[src/rtl/snake_game_core.sv]
// snake_game_core
// Game-state engine for a 30x30 Snake game. It stores the snake body as a list
// of cell indices (col + row*GRID) and keeps the head column/row alongside, so
// that moves need no division. It also tracks the food cell, the score and the
// sticky won/lost flags, and answers per-cell display queries one cycle late.
// Ports:
//   master_clk     system clock, all state changes on its rising edge
//   rst            synchronous active-high reset
//   game_speed_clk slow square wave; each rising edge allows one step
//   direction      requested move: 0=left 1=right 2=up 3=down
//   index          cell queried by the display
//   score          food eaten since reset
//   won / lost     sticky game-over flags
//   is_snake       queried cell (previous cycle) holds a live segment
//   is_food        queried cell (previous cycle) holds valid food
module snake_game_core #(
  parameter int GRID     = 30,
  parameter int MAX_LEN  = 30,
  parameter int WIN      = 18,
  parameter int INIT_LEN = 3
) (
  input  logic       master_clk,
  input  logic       rst,
  input  logic       game_speed_clk,
  input  logic [1:0] direction,
  input  logic [9:0] index,
  output logic [9:0] score,
  output logic       won,
  output logic       lost,
  output logic       is_snake,
  output logic       is_food
);

  localparam logic [9:0] CELLS     = 10'(GRID * GRID);
  localparam logic [9:0] ROW_STEP  = 10'(GRID);
  localparam logic [4:0] EDGE      = 5'(GRID - 1);
  localparam logic [4:0] LEN_MAX   = 5'(MAX_LEN);
  localparam logic [9:0] WIN_SCORE = 10'(WIN);

  logic       spd_q, spd_d, step_q, step_d;
  logic [9:0] seg_q [MAX_LEN];
  logic [9:0] seg_d [MAX_LEN];
  logic [4:0] head_col_q, head_col_d, head_row_q, head_row_d, len_q, len_d;
  logic [1:0] last_dir_q, last_dir_d;
  logic [9:0] food_q, food_d, score_q, score_d, lfsr_q, lfsr_d;
  logic       food_valid_q, food_valid_d, won_q, won_d, lost_q, lost_d;
  logic       is_snake_q, is_snake_d, is_food_q, is_food_d;

  logic [1:0] mv_dir;
  logic [4:0] nh_col, nh_row;
  logic [9:0] nh_idx, cand;
  logic       off_grid, grow, self_hit, cand_hit, snake_hit;

  // Candidate move: resolve reversal, detect wall exit, food and self collision.
  always_comb begin
    // A request to reverse is ignored; the snake keeps its last heading.
    if (direction == (last_dir_q ^ 2'd1)) mv_dir = last_dir_q;
    else                                  mv_dir = direction;
    off_grid = 1'b0;
    nh_col   = head_col_q;
    nh_row   = head_row_q;
    nh_idx   = seg_q[0];
    case (mv_dir)
      2'd0: begin off_grid = (head_col_q == 5'd0); nh_col = head_col_q - 5'd1; nh_idx = seg_q[0] - 10'd1;    end
      2'd1: begin off_grid = (head_col_q == EDGE); nh_col = head_col_q + 5'd1; nh_idx = seg_q[0] + 10'd1;    end
      2'd2: begin off_grid = (head_row_q == 5'd0); nh_row = head_row_q - 5'd1; nh_idx = seg_q[0] - ROW_STEP; end
      2'd3: begin off_grid = (head_row_q == EDGE); nh_row = head_row_q + 5'd1; nh_idx = seg_q[0] + ROW_STEP; end
      default: begin off_grid = 1'b1; end
    endcase
    grow = food_valid_q && !off_grid && (nh_idx == food_q);
    // Without growth the tail vacates its cell this step, so it cannot be hit.
    self_hit = 1'b0;
    for (int i = 0; i < MAX_LEN; i++) begin
      self_hit = self_hit | ((seg_q[i] == nh_idx) &&
                 (((5'(i) + 5'd1) < len_q) || (grow && (5'(i) < len_q))));
    end
  end

  // Food respawn candidate and display query hits against live segments.
  always_comb begin
    if (lfsr_q >= CELLS) cand = lfsr_q - CELLS;
    else                 cand = lfsr_q;
    cand_hit  = 1'b0;
    snake_hit = 1'b0;
    for (int i = 0; i < MAX_LEN; i++) begin
      cand_hit  = cand_hit  | ((5'(i) < len_q) && (seg_q[i] == cand));
      snake_hit = snake_hit | ((5'(i) < len_q) && (seg_q[i] == index));
    end
    is_snake_d = (index < CELLS) && snake_hit;
    is_food_d  = (index < CELLS) && food_valid_q && (food_q == index) && !snake_hit;
  end

  // Next-state: tick detection, step execution, food respawn, LFSR.
  always_comb begin
    spd_d        = game_speed_clk;
    step_d       = game_speed_clk & ~spd_q;
    lfsr_d       = {lfsr_q[8:0], lfsr_q[9] ^ lfsr_q[6]};
    seg_d        = seg_q;
    head_col_d   = head_col_q;
    head_row_d   = head_row_q;
    len_d        = len_q;
    last_dir_d   = last_dir_q;
    food_d       = food_q;
    food_valid_d = food_valid_q;
    score_d      = score_q;
    won_d        = won_q;
    lost_d       = lost_q;
    if (step_q && !won_q && !lost_q) begin
      if (off_grid || self_hit) begin
        lost_d = 1'b1;
      end else begin
        for (int i = MAX_LEN - 1; i > 0; i--) seg_d[i] = seg_q[i - 1];
        seg_d[0]   = nh_idx;
        head_col_d = nh_col;
        head_row_d = nh_row;
        last_dir_d = mv_dir;
        if (grow) begin
          if (len_q == LEN_MAX) len_d = len_q;
          else                  len_d = len_q + 5'd1;
          score_d      = score_q + 10'd1;
          food_valid_d = 1'b0;
          if ((score_q + 10'd1) == WIN_SCORE) won_d = 1'b1;
          else                                won_d = won_q;
        end else begin
          len_d = len_q;
        end
      end
    end else begin
      lost_d = lost_q;
    end
    // food_valid_q low means no grow can happen this cycle, so no conflict.
    if (!food_valid_q && !cand_hit) begin
      food_d       = cand;
      food_valid_d = 1'b1;
    end else begin
      food_d = food_d;
    end
  end

  // State registers with synchronous reset to the opening position.
  always_ff @(posedge master_clk) begin
    if (rst) begin
      spd_q        <= 1'b0;
      step_q       <= 1'b0;
      for (int i = 0; i < MAX_LEN; i++) seg_q[i] <= 10'd0;
      seg_q[0]     <= 10'(4 + 14 * GRID);
      seg_q[1]     <= 10'(3 + 14 * GRID);
      seg_q[2]     <= 10'(2 + 14 * GRID);
      head_col_q   <= 5'd4;
      head_row_q   <= 5'd14;
      len_q        <= 5'(INIT_LEN);
      last_dir_q   <= 2'd1;
      food_q       <= 10'(20 + 14 * GRID);
      food_valid_q <= 1'b1;
      score_q      <= 10'd0;
      won_q        <= 1'b0;
      lost_q       <= 1'b0;
      is_snake_q   <= 1'b0;
      is_food_q    <= 1'b0;
      lfsr_q       <= 10'h2A5;
    end else begin
      spd_q        <= spd_d;
      step_q       <= step_d;
      seg_q        <= seg_d;
      head_col_q   <= head_col_d;
      head_row_q   <= head_row_d;
      len_q        <= len_d;
      last_dir_q   <= last_dir_d;
      food_q       <= food_d;
      food_valid_q <= food_valid_d;
      score_q      <= score_d;
      won_q        <= won_d;
      lost_q       <= lost_d;
      is_snake_q   <= is_snake_d;
      is_food_q    <= is_food_d;
      lfsr_q       <= lfsr_d;
    end
  end

  assign score    = score_q;
  assign won      = won_q;
  assign lost     = lost_q;
  assign is_snake = is_snake_q;
  assign is_food  = is_food_q;

endmodule

[config.mk]
export PLATFORM = sky130hd
export DESIGN_NAME = snake_game_core
export DESIGN_NICKNAME = d
export VERILOG_FILES = /design/src/rtl/snake_game_core.sv
export SDC_FILE = /design/constraint.sdc
export NUM_CORES = 1
export LEC_CHECK = 0
export ABC_AREA = 0
export BUFFER_PORTS_ARGS = -buffer_cell sky130_fd_sc_hd__buf_2
export CAP_MARGIN = 25
export CELL_PAD_IN_SITES_DETAIL_PLACEMENT = 0
export CELL_PAD_IN_SITES_GLOBAL_PLACEMENT = 1
export CORE_MARGIN = 1.5
export CORE_UTILIZATION = 50
export CTS_BUF_LIST = sky130_fd_sc_hd__clkbuf_2
export DETAILED_ROUTE_END_ITERATION = 8
export PLACE_DENSITY = 0.88
export SLEW_MARGIN = 10
export SYNTH_ARGS = -nofsm -noshare
export SYNTH_HDL_FRONTEND = slang
export SYNTH_SLANG_ARGS = --single-unit
[constraint.sdc]
create_clock -name master_clk -period 6.71 [get_ports master_clk]
set_input_delay 0.3355 -clock master_clk [delete_from_list [all_inputs] [get_ports master_clk]]
set_output_delay 0.3355 -clock master_clk [all_outputs]
set_load 0.005 [all_outputs]
== After elaboration in Yosys (flattened, before gate mapping) ==
Index checks and enable logic that the tools add are counted.
Word-level totals
  flip-flop bits (word level): 354
  latch bits: 0
  memory bits (writable): 0
  bits in read-only memories: 0
  output and inout bits: 14
  memories kept: 0
Operators by class
  add/sub/neg operators: 11
  multiply operators: 0
  div/mod/pow operators: 0
  $lt $le $gt $ge: 33
  equality and inequality tests: 100
  shift operators: 0
  mux-type cells: 6
  bitwise logic cells: 93
  reduce and logical (&&, ||, !) cells: 179
Operators with widths (number)
  equality test 10 bit: 92
  logical AND 1 bit: 129
  OR 1 bit: 87
  < comparator 5 bit, first input constant: 15
  < comparator 4 x 5 -> 1 bit, first input constant: 8
  one-hot mux 10 bit (4 select lines): 1
  logical OR 1 bit: 31
  adder 10 x 1 -> 10 bit, second input constant: 2
  < comparator 3 x 5 -> 1 bit, first input constant: 4
  one-hot mux 5 bit (2 select lines): 2
  adder 5 x 1 -> 5 bit, second input constant: 3
  equality test 5 bit, second input constant: 3
  adder 10 x 5 -> 10 bit, second input constant: 1
  equality test 10 x 5 -> 1 bit, second input constant: 1
  greater-or-equal comparator 10 bit, second input constant: 1
  zero test 5 bit: 2
  < comparator 1 x 5 -> 1 bit, first input constant: 2
  < comparator 10 bit, second input constant: 1
  < comparator 2 x 5 -> 1 bit, first input constant: 2
  2-to-1 mux 10 bit: 1
  subtractor 10 x 1 -> 10 bit, second input constant: 1
  subtractor 10 bit, second input constant: 1
  subtractor 10 x 5 -> 10 bit, second input constant: 1
  subtractor 5 x 1 -> 5 bit, second input constant: 2
  15 further kinds: 29

== Depth between registers and ports, before layout ==
Gate-level depths: netlist (run 1).
  depth after elaboration: 43
  mapped depth: 27

== Least setup slack after synthesis (run 1) ==
Ideal clock, no wire load.
  path kind: in2reg
  start: input direction[1]
  end: register head_row_q[1]
  library setup time: 0.120 ns
  data arrival time: 5.578 ns
  setup slack: 1.012 ns
  cell stages on the path: 24
  buffers on the path: 8
  cells stage by stage: buf_2 buf_4 buf_2 buf_2 clkbuf_1 nor2_1 inv_1 ha_1 clkbuf_2 and3b_1 o21a_1 a21oi_1 mux2_2 buf_2 nor2_4 buf_2 xor2_1 nand4_1 a21oi_1 a2111oi_1 nand3_1 nor4_4 nor2b_1 a211o_1
On the way
  longest elaborated chain between the ends: 42
Ends and longest elaborated chain
  start: declaration: line 25  | input logic [1:0] direction,
  equality test 2 bit: line 57  | if (direction == (last_dir_q ^ 2'd1)) mv_dir = last_dir_q;
  2-to-1 mux 2 bit *: line 57
  parallel branches: the longest is 40 deep, another holds one-hot mux 10 bit (4 select lines)
  end signal: assignment: line 166  | head_row_q <= head_row_d;
  end: declaration: line 43  | logic [4:0] head_col_q, head_col_d, head_row_q, head_row_d, len_q, len_d;
Every way passes the cells marked *.
A chain may end at the register's enable or synchronous reset.

== Final worst setup path (run 1) ==
  start: register last_dir_q[1]
  end: register seg_q[70] in the netlist's numbering
On the way
  longest elaborated chain between the ends: 42
Ends and longest elaborated chain
  start: declaration: line 44  | logic [1:0] last_dir_q, last_dir_d;
  start signal: assignment: line 168  | last_dir_q <= last_dir_d;
  equality test 2 bit: line 57
  2-to-1 mux 2 bit *: line 57
  parallel branches: the longest is 37 deep, another holds one-hot mux 10 bit (4 select lines)
  logical OR 1 bit *: line 109  | if (off_grid || self_hit) begin
  NOT 1 bit (no source line) *
  AND reduction 2 bit (no source line) *
  end signal: assignment: line 164  | seg_q <= seg_d;
  end: declaration: line 41  | logic [9:0] seg_q [MAX_LEN];
Marked as above.

==> results.toml, run 1 <==
[die]
die_y_um = 234
die_area_mm2 = 0.0548
start_util_pct = 50.8
core_area_mm2 = 0.0527
placementRows = 84
die_w_um = 234
io_pins = 29

[finish]
regArea_mm2 = 0.00709
layoutNonFillerInstCount = 4088
n_fill_cell = 5025
areaGrowthSynthToFinish_pct = 4.24
multiInputGateArea_mm2 = 0.0176
final_util_pct = 52.9
nNetsFinal = 3370
drive_gt1_share_pct = 9.95

[timing]
max_slew_margin_pct = 24.4
rsz0062_at_grt = "no"
finalCritPeriodShare_pct = 95.7
finClkSkew_ps = 177
finalSetupViolCount = 0
slew_viol_final = 0
tightest_slew_ps = 1120
clock.fmax_ghz = 0.156
hold_viol = 0
finalSetupTns_ps = 0
fin_crit_ps = 6420

[detailed_routing]
viasPerCell = 6.34
firstDrtPassIters = 6
drc_errors = 0
via_count = 25900
totalWireLength_mm = 110
antenna_left = 0
wl_per_cell_um = 27.0
drt_iter0_drc = 3314

[critical_path]
arrival_ps = 7410
r2r_slack_ps = 290
startpoint_type = "flip-flop"
crit_path_start = "last_dir_q[1]$_SDFFE_PP0P_"
crit_fanout = 161
worst_setup_path_end_kind = "flip-flop"
r2r-end = "seg_q[70]$_SDFFE_PP0P_"
reg2reg_from = "last_dir_q[1]$_SDFFE_PP0P_"
required_ps = 7700
worstSetupEndpoint = "seg_q[70]$_SDFFE_PP0P_"
r2r_cells = 21
critPathKind = "reg2reg"

[synthesis]
synthArstFlopShare_pct = 0
ys_seq_elements = 354
ys.warnings.count = 0
synth_cells = 3569
syn_nets = 3616
synth_edf_count = 0
netlist_area_mm2 = 0.0267
syn_avg_cell_area_um2 = 7.49
synth_ff_type = "dfxtp_1"
ys_types = 91
ys_seq_area_share_pct = 26.5

[clock_network]
clock_latency_ps = 1300
cts_buffers = 97
cts_buffer_depth = 3
cts_tree = "done"
cts_num_sinks = 354
cts_max_level = 3
clkSlewWorstSetupHoldPaths_ps = 100
cts-root-buf = "clkbuf_2"
cts_setup_buffers = 0

[power_and_ir_drop]
p_leak_nw = 9.74
vdd_drop_max_mv = 0.123
power.density_mw_per_mm2 = 194

[min_path]
hold_class = "in2reg"

[grt]
antenna_found_initial = 5
grt_pass1_wl_mm = 161
track_usage_pct = 39.8
grt_pass1_vias = 24100
grt_overflow = 0
grt_max_degree = 172

[run]
cap_viol_max_count = 0

[status]
status = "finished, final reports clean"

[place]
placedCellCount = 3906
numPortBuffers = 28
dp_hpwl_mm = 76.5
routabilityCongestion = 1.09
## per-stage QoR
| stage | hold slack [ps] | instance area [um^2] | setup WS [ps] | total power, mW |
|---|---|---|---|---|
| finish | 202 | 27900 | 288 | 5.42 |
| global route | 156 | 27900 | 34.5 | 5.61 |
| CTS | 93.9 | 27800 | 37.9 | 5.38 |
| detailed placement | 390 | 26900 | 116 | 3.77 |
| global placement | 376 | 26900 | 204 | 3.75 |
| floorplan | 367 | 26700 | 1010 | 3.25 |
## cell usage after synthesis (5+ instances only)
cell       count  area (um^2)
and2_1         7         43.8
xor2_1       391         3420
nor2_1        74          278
dfxtp_1      354         7090
nand3_1       73          365
a221oi_1       8         70.1
a21boi_0       5         37.5
or3_1         12         75.1
mux2_2         6         67.6
or4_1         11         82.6
nor2b_1       13         81.3
or2_2         13         81.3
a211o_1        8         70.1
nand2_1      627         2350
nand3b_1      16          120
mux2i_1       15          150
nand4b_1       7         61.3
a21o_1        17          128
o2111ai_1      9         78.8
o31ai_1        5         37.5
o21a_1         6         45.0
nand2b_1       9         56.3
o22ai_1       21          131
o211ai_1      11         82.6
xnor2_1      506         4430
o21ai_0       31          155
nor3_1        61          305
a211oi_1      11         82.6
a22oi_1        5         37.5
buf_2         83          415
ha_1          28          350
nand4_1      111          694
nor4b_1        8         70.1
a31oi_1       12         75.1
nor4_1        98          613
clkbuf_1     343         1290
a21oi_1      351         1760
buf_4         14          105
buf_1         45          169
a2111oi_0     10         87.6
o21bai_1       5         37.5
and3_1        13         81.3
inv_1         42          158
## logic make-up (layout without fill, tap and decap cells)
kind of cell               Yosys count  count (layout)  synth area share, %
adders and majority gates           32              32                 1.61
xor gates and xnor gates           900             900                 29.6
other                                0               4                    0
and+or+nand+nor                   1174            1174                 20.9
muxes                               23              23                0.918
DFF                                354             354                 26.5
AOI/OAI and AO/OA                  556             556                 12.4
buffers and inverters              530             357                 8.03
## cell usage in the layout, fill, tap and decap left out, types with 9 or more instances in the layout
cell,count
a2111oi_0,9
a211oi_1,11
a21o_1,17
a21oi_1,350
a31oi_1,12
and3_1,13
buf_12,16
buf_2,28
buf_4,90
clkbuf_2,135
clkinv_1,25
dfxtp_1,352
ha_1,28
inv_1,42
mux2i_1,13
nand2_1,626
nand3_1,72
nand3b_1,16
nand4_1,111
nor2_1,74
nor2b_1,13
nor3_1,61
nor4_1,98
o2111ai_1,9
o211ai_1,11
o21ai_0,31
o22ai_1,21
or2_2,13
or3_1,12
or4_1,11
xnor2_1,505
xor2_1,391
## repair_timing
action / CTS / global route
setup endpoints to repair: 0 / 311
gates resized for setup: 0 / 3
endpoints found under the hold margin: 138 / 0
hold buffers: 6 / 0
## registers in the layout, summed over array words and instances, names as in the netlist, 2 cells and up
name / count
head_row_q: 5
head_col_q: 5
food_q: 10
len_q: 5
last_dir_q: 2
lfsr_q: 10
score: 10
seg_q: 300
## layout make-up
type / count / area share, %
clock inverter: 37 / 0.746
multi-input combinational: 2685 / 63.3
antenna: 4 / 0.0359
inverter: 44 / 0.593
sequential: 354 / 25.4
tap: 688 / 3.09
timing repair buffer: 141 / 4.35
clock buffer: 135 / 2.43
## how the worst min path moves through the flow
stage                     startpoint                         end  slack [ps]  depth (start not counted)
floorplan           spd_q$_SDFF_PP0_           step_q$_SDFF_PP0_         370                          1
finish                           rst  last_dir_q[1]$_SDFFE_PP0P_         200                          3
global placement    spd_q$_SDFF_PP0_           step_q$_SDFF_PP0_         380                          1
detailed placement  spd_q$_SDFF_PP0_           step_q$_SDFF_PP0_         390                          1
global route                index[9]          is_food$_SDFF_PP0_         160                          4
CTS                         index[5]          is_food$_SDFF_PP0_          90                          6
## report_power, final
part	total (mW)	switching (mW)	internal (mW)
sequential	2.16	0.0413	2.12
clock	1.63	1.03	0.603
combinational	1.62	1.06	0.560
total	5.42	2.13	3.28
## layer usage
metal  global-route usage, %  wire length (um)  up-vias
met2                    59.4             46800     1696
met5                       0                10        -
met4                    21.1              6650        2
met3                    10.3             12600      429
li1                        -                 -    11300
met1                    52.3             44300    12500
## critical path, stage by stage (launching register included)
cell and delay [ps]:
dfxtp_1 430, mux2i_1 100, nor2_1 230, inv_1 310, ha_1 470, and3b_1 250
o21a_1 250, a21oi_1 250, mux2_2 570, or3_1 430, a2111oi_2 370, buf_4 250
nand3_1 190, a2111oi_2 570, buf_4 210, nor4_1 60, buf_4 160, and3_1 210
and4_4 230, buf_12 220, nand2_1 210, a21oi_1 80
Note: power is estimated with default switching activity, not from simulation.
==> inputs of run 2 (changes only) <==
- ABC_AREA: 0 -> 1
- CORE_UTILIZATION: 50 -> 43
- PLACE_DENSITY: 0.88 -> not set
- PLACE_DENSITY_LB_ADDON: not set -> 0.1
- clock period: 6.71 -> 5.86 ns (I/O delays scaled with it)
==> results.toml, run 2 <==
[status]
status = "finished, final reports clean"

[finish]
final_util_pct = 47.2
top_register = "seg_q"
n_fill_cell = 6605
finalInstanceArea_mm2 = 0.0286
nNetsFinal = 4050
largest_reg_flops = 300
layout_common_cells = "nand2_1 (690), nor2_1 (551), inv_1 (448)"
areaGrowthSynthToFinish_pct = 7.79
layout_commonest_cell = "nand2_1"
drive_gt1_share_pct = 8.55

[critical_path]
arrival_ps = 6500
startpoint_type = "flip-flop"
crit_path_start = "lfsr_q[2]$_SDFF_PP1_"
required_ps = 6920
worstSetupEndpoint = "food_q[0]$_SDFFE_PP0P_"
crit_fanout = 18
r2r-end = "food_q[0]$_SDFFE_PP0P_"
r2r_cells = 21
critPathKind = "reg2reg"
worst_setup_path_end_kind = "flip-flop"
reg2reg_from = "lfsr_q[2]$_SDFF_PP1_"
r2r_slack_ps = 420

[synthesis]
yosys.area_share.simple_pct = 26.6
ys_types = 49
synth.most_common_cell = "nand2_1"
yosysTopAreaCellShare_pct = 26.7
synth_edf_count = 0
synth_fa_ha_area_share_pct = 1.62
synth_cells = 4011
synthXorXnorAreaFrac_pct = 14.4
synth.area.top_cells = "dfxtp_1 (27%), xor2_1 (13%), nand2_1 (9.9%), a211oi_1 (8.1%), nor2_1 (7.8%)"
syn_avg_cell_area_um2 = 6.62
ys_seq_area_share_pct = 26.7
synth_ff_type = "dfxtp_1"
synth_top_family_by_area = "simple AND/OR/NAND/NOR gates"
ys_top_cells_by_count = "nand2_1 (704), nor2_1 (551), inv_1 (448)"
synthArstFlopShare_pct = 0
synthMuxAreaShare_pct = 0
netlist_area_mm2 = 0.0266
ys.warnings.count = 0
synth_area_leader_cell = "dfxtp_1"
ys_seq_elements = 354
syn_nets = 4058
synth_compound_area_share_pct = 19.7

[timing]
finalCritPeriodShare_pct = 92.8
clock.fmax_ghz = 0.184
max_slew_margin_pct = 24.7
whs_ps = 80.7
rsz0062_at_grt = "no"
hold_viol = 0
finClkSkew_ps = 102
finalSetupViolCount = 0
fin_crit_ps = 5440
tightest_slew_ps = 1130
finalSetupTns_ps = 0
slew_viol_final = 0

[clock_network]
cts_buffer_depth = 3
cts_buffers = 108
cts_tree = "done"
cts_max_level = 3
clkSlewWorstSetupHoldPaths_ps = 80
clock_latency_ps = 1250
ctsResizeCount = 0
cts_num_sinks = 354
cts-root-buf = "clkbuf_2"

[power_and_ir_drop]
intPower_mw = 4.20
power.density_mw_per_mm2 = 260
p_leak_nw = 12.6
p_clk_share_pct = 28.1
vdd_drop_max_mv = 0.164
switching_power_mw = 3.25
seq_power_share_pct = 38.2
swShare_pct = 43.6
combPwrFrac_pct = 33.8
total_power_mw = 7.46

[die]
die_y_um = 252
core_area_mm2 = 0.0607
start_util_pct = 43.8
placementRows = 90
die_w_um = 252
io_pins = 29
die_area_mm2 = 0.0633

[grt]
grt_overflow = 0
grt_max_degree = 130
grt_pass1_vias = 27200
grt_pass1_wl_mm = 183
track_usage_pct = 38.7
antenna_found_initial = 4

[place]
routabilityCongestion = 1.02
numPortBuffers = 28
dp_hpwl_mm = 84.1
placed_cell_area_mm2 = 0.0276

[detailed_routing]
antenna_left = 0
totalWireLength_mm = 124
wl_per_cell_um = 25.6
firstDrtPassIters = 8
drt_iter0_drc = 3472
viasPerCell = 5.98
drc_errors = 0
via_count = 29100

[min_path]
hold_class = "in2reg"

[run]
cap_viol_max_count = 0
## run 2: cell count changes after synthesis, moves of 25 or more
cell | previous run | this run
xnor2_1 | 506 | 49
a211oi_1 | 11 | 288
a21oi_1 | 351 | 134
o21ai_0 | 31 | 104
nand3_1 | 73 | 170
o22ai_1 | 21 | 157
clkbuf_1 | 343 | 116
nor2_1 | 74 | 551
nand4_1 | 111 | 86
inv_1 | 42 | 448
nand2_1 | 627 | 704
nor4_1 | 98 | 40
## run 2: metrics by stage
stage               setup slack [ps]  instances
floorplan                       2060       4011
global placement                 623       4663
detailed placement               536       4664
CTS                              651       4850
global route                     253       4856
finish                           423       4856
## run 2: worst min path at each step
| stage | endpoint | start | depth (start not counted) | slack [ps] |
|---|---|---|---|---|
| 6_report | head_col_q[1]$_SDFFE_PP0P_ | direction[1] | 4 | 80 |
| 3_3_place_gp | step_q$_SDFF_PP0_ | spd_q$_SDFF_PP0_ | 1 | 380 |
| 2_1_floorplan | step_q$_SDFF_PP0_ | spd_q$_SDFF_PP0_ | 1 | 370 |
| 3_5_place_dp | step_q$_SDFF_PP0_ | spd_q$_SDFF_PP0_ | 1 | 380 |
| 5_1_grt | head_col_q[1]$_SDFFE_PP0P_ | direction[1] | 4 | 20 |
| 4_1_cts | head_col_q[1]$_SDFFE_PP0P_ | direction[1] | 4 | 5 |
## run 2: timing repair
action                    in CTS  in global routing
setup buffers                  0                  0
hold endpoints to repair     150                  0
hold buffers                  10                  0
## run 2: logic make-up after synthesis
logic type               Yosys count
adder cells (fa/ha/maj)           32
AND/OR/NAND/NOR                 1669
flip-flops                       354
XOR/XNOR                         436
buffers and inverters            727
AO/OA/AOI/OAI                    793
## run 2: power groups by stage
stage / clock network (mW) / registers, mW / logic, mW
detailed placement: 0 / 2.89 / 2.42
global route: 2.24 / 2.86 / 2.69
CTS: 2.13 / 2.83 / 2.44
finish: 2.09 / 2.84 / 2.52
global placement: 0 / 2.89 / 2.42
floorplan: 0 / 2.78 / 1.64
## run 2: final cells by class
| type | instances | area, um^2 | area share, % |
|---|---|---|---|
| Inverter | 463 | 1740 | 6.08 |
| Clock buffer | 150 | 751 | 2.62 |
| Antenna cell | 5 | 12.5 | 0.0437 |
| Multi-Input combinational cell | 2930 | 16600 | 58.1 |
| Sequential cell | 354 | 7090 | 24.8 |
| Tap cell | 782 | 978 | 3.42 |
| Timing Repair Buffer | 146 | 1200 | 4.20 |
| Clock inverter | 26 | 210 | 0.734 |
## run 2: metal layers
metal | share of wire (%) | vias to the layer above | GRT usage (%)
met1 | 42 | 13700 | 52.0
met3 | 9.8 | 350 | 8.00
li1 | - | 13500 | -
met4 | 5.4 | 2 | 18.8
met2 | 42 | 1525 | 59.0
met5 | 0.010 | - | 0
## run 2: worst max-delay path: stages, from the launching register on
cell and delay (ps):
dfxtp_1 380, inv_1 260, ha_1 280, nand3_1 120, inv_1 70, nand2_1 50
nand2_2 250, inv_2 140, o21ai_4 720, inv_2 610, o22ai_1 320, nor2_1 90
nand4_1 330, nand2_1 90, nor2_1 110, nand2_1 50, nor2_1 460, nand2_1 520
nand2_1 200, o21ai_0 100, nand2_1 90, inv_1 40
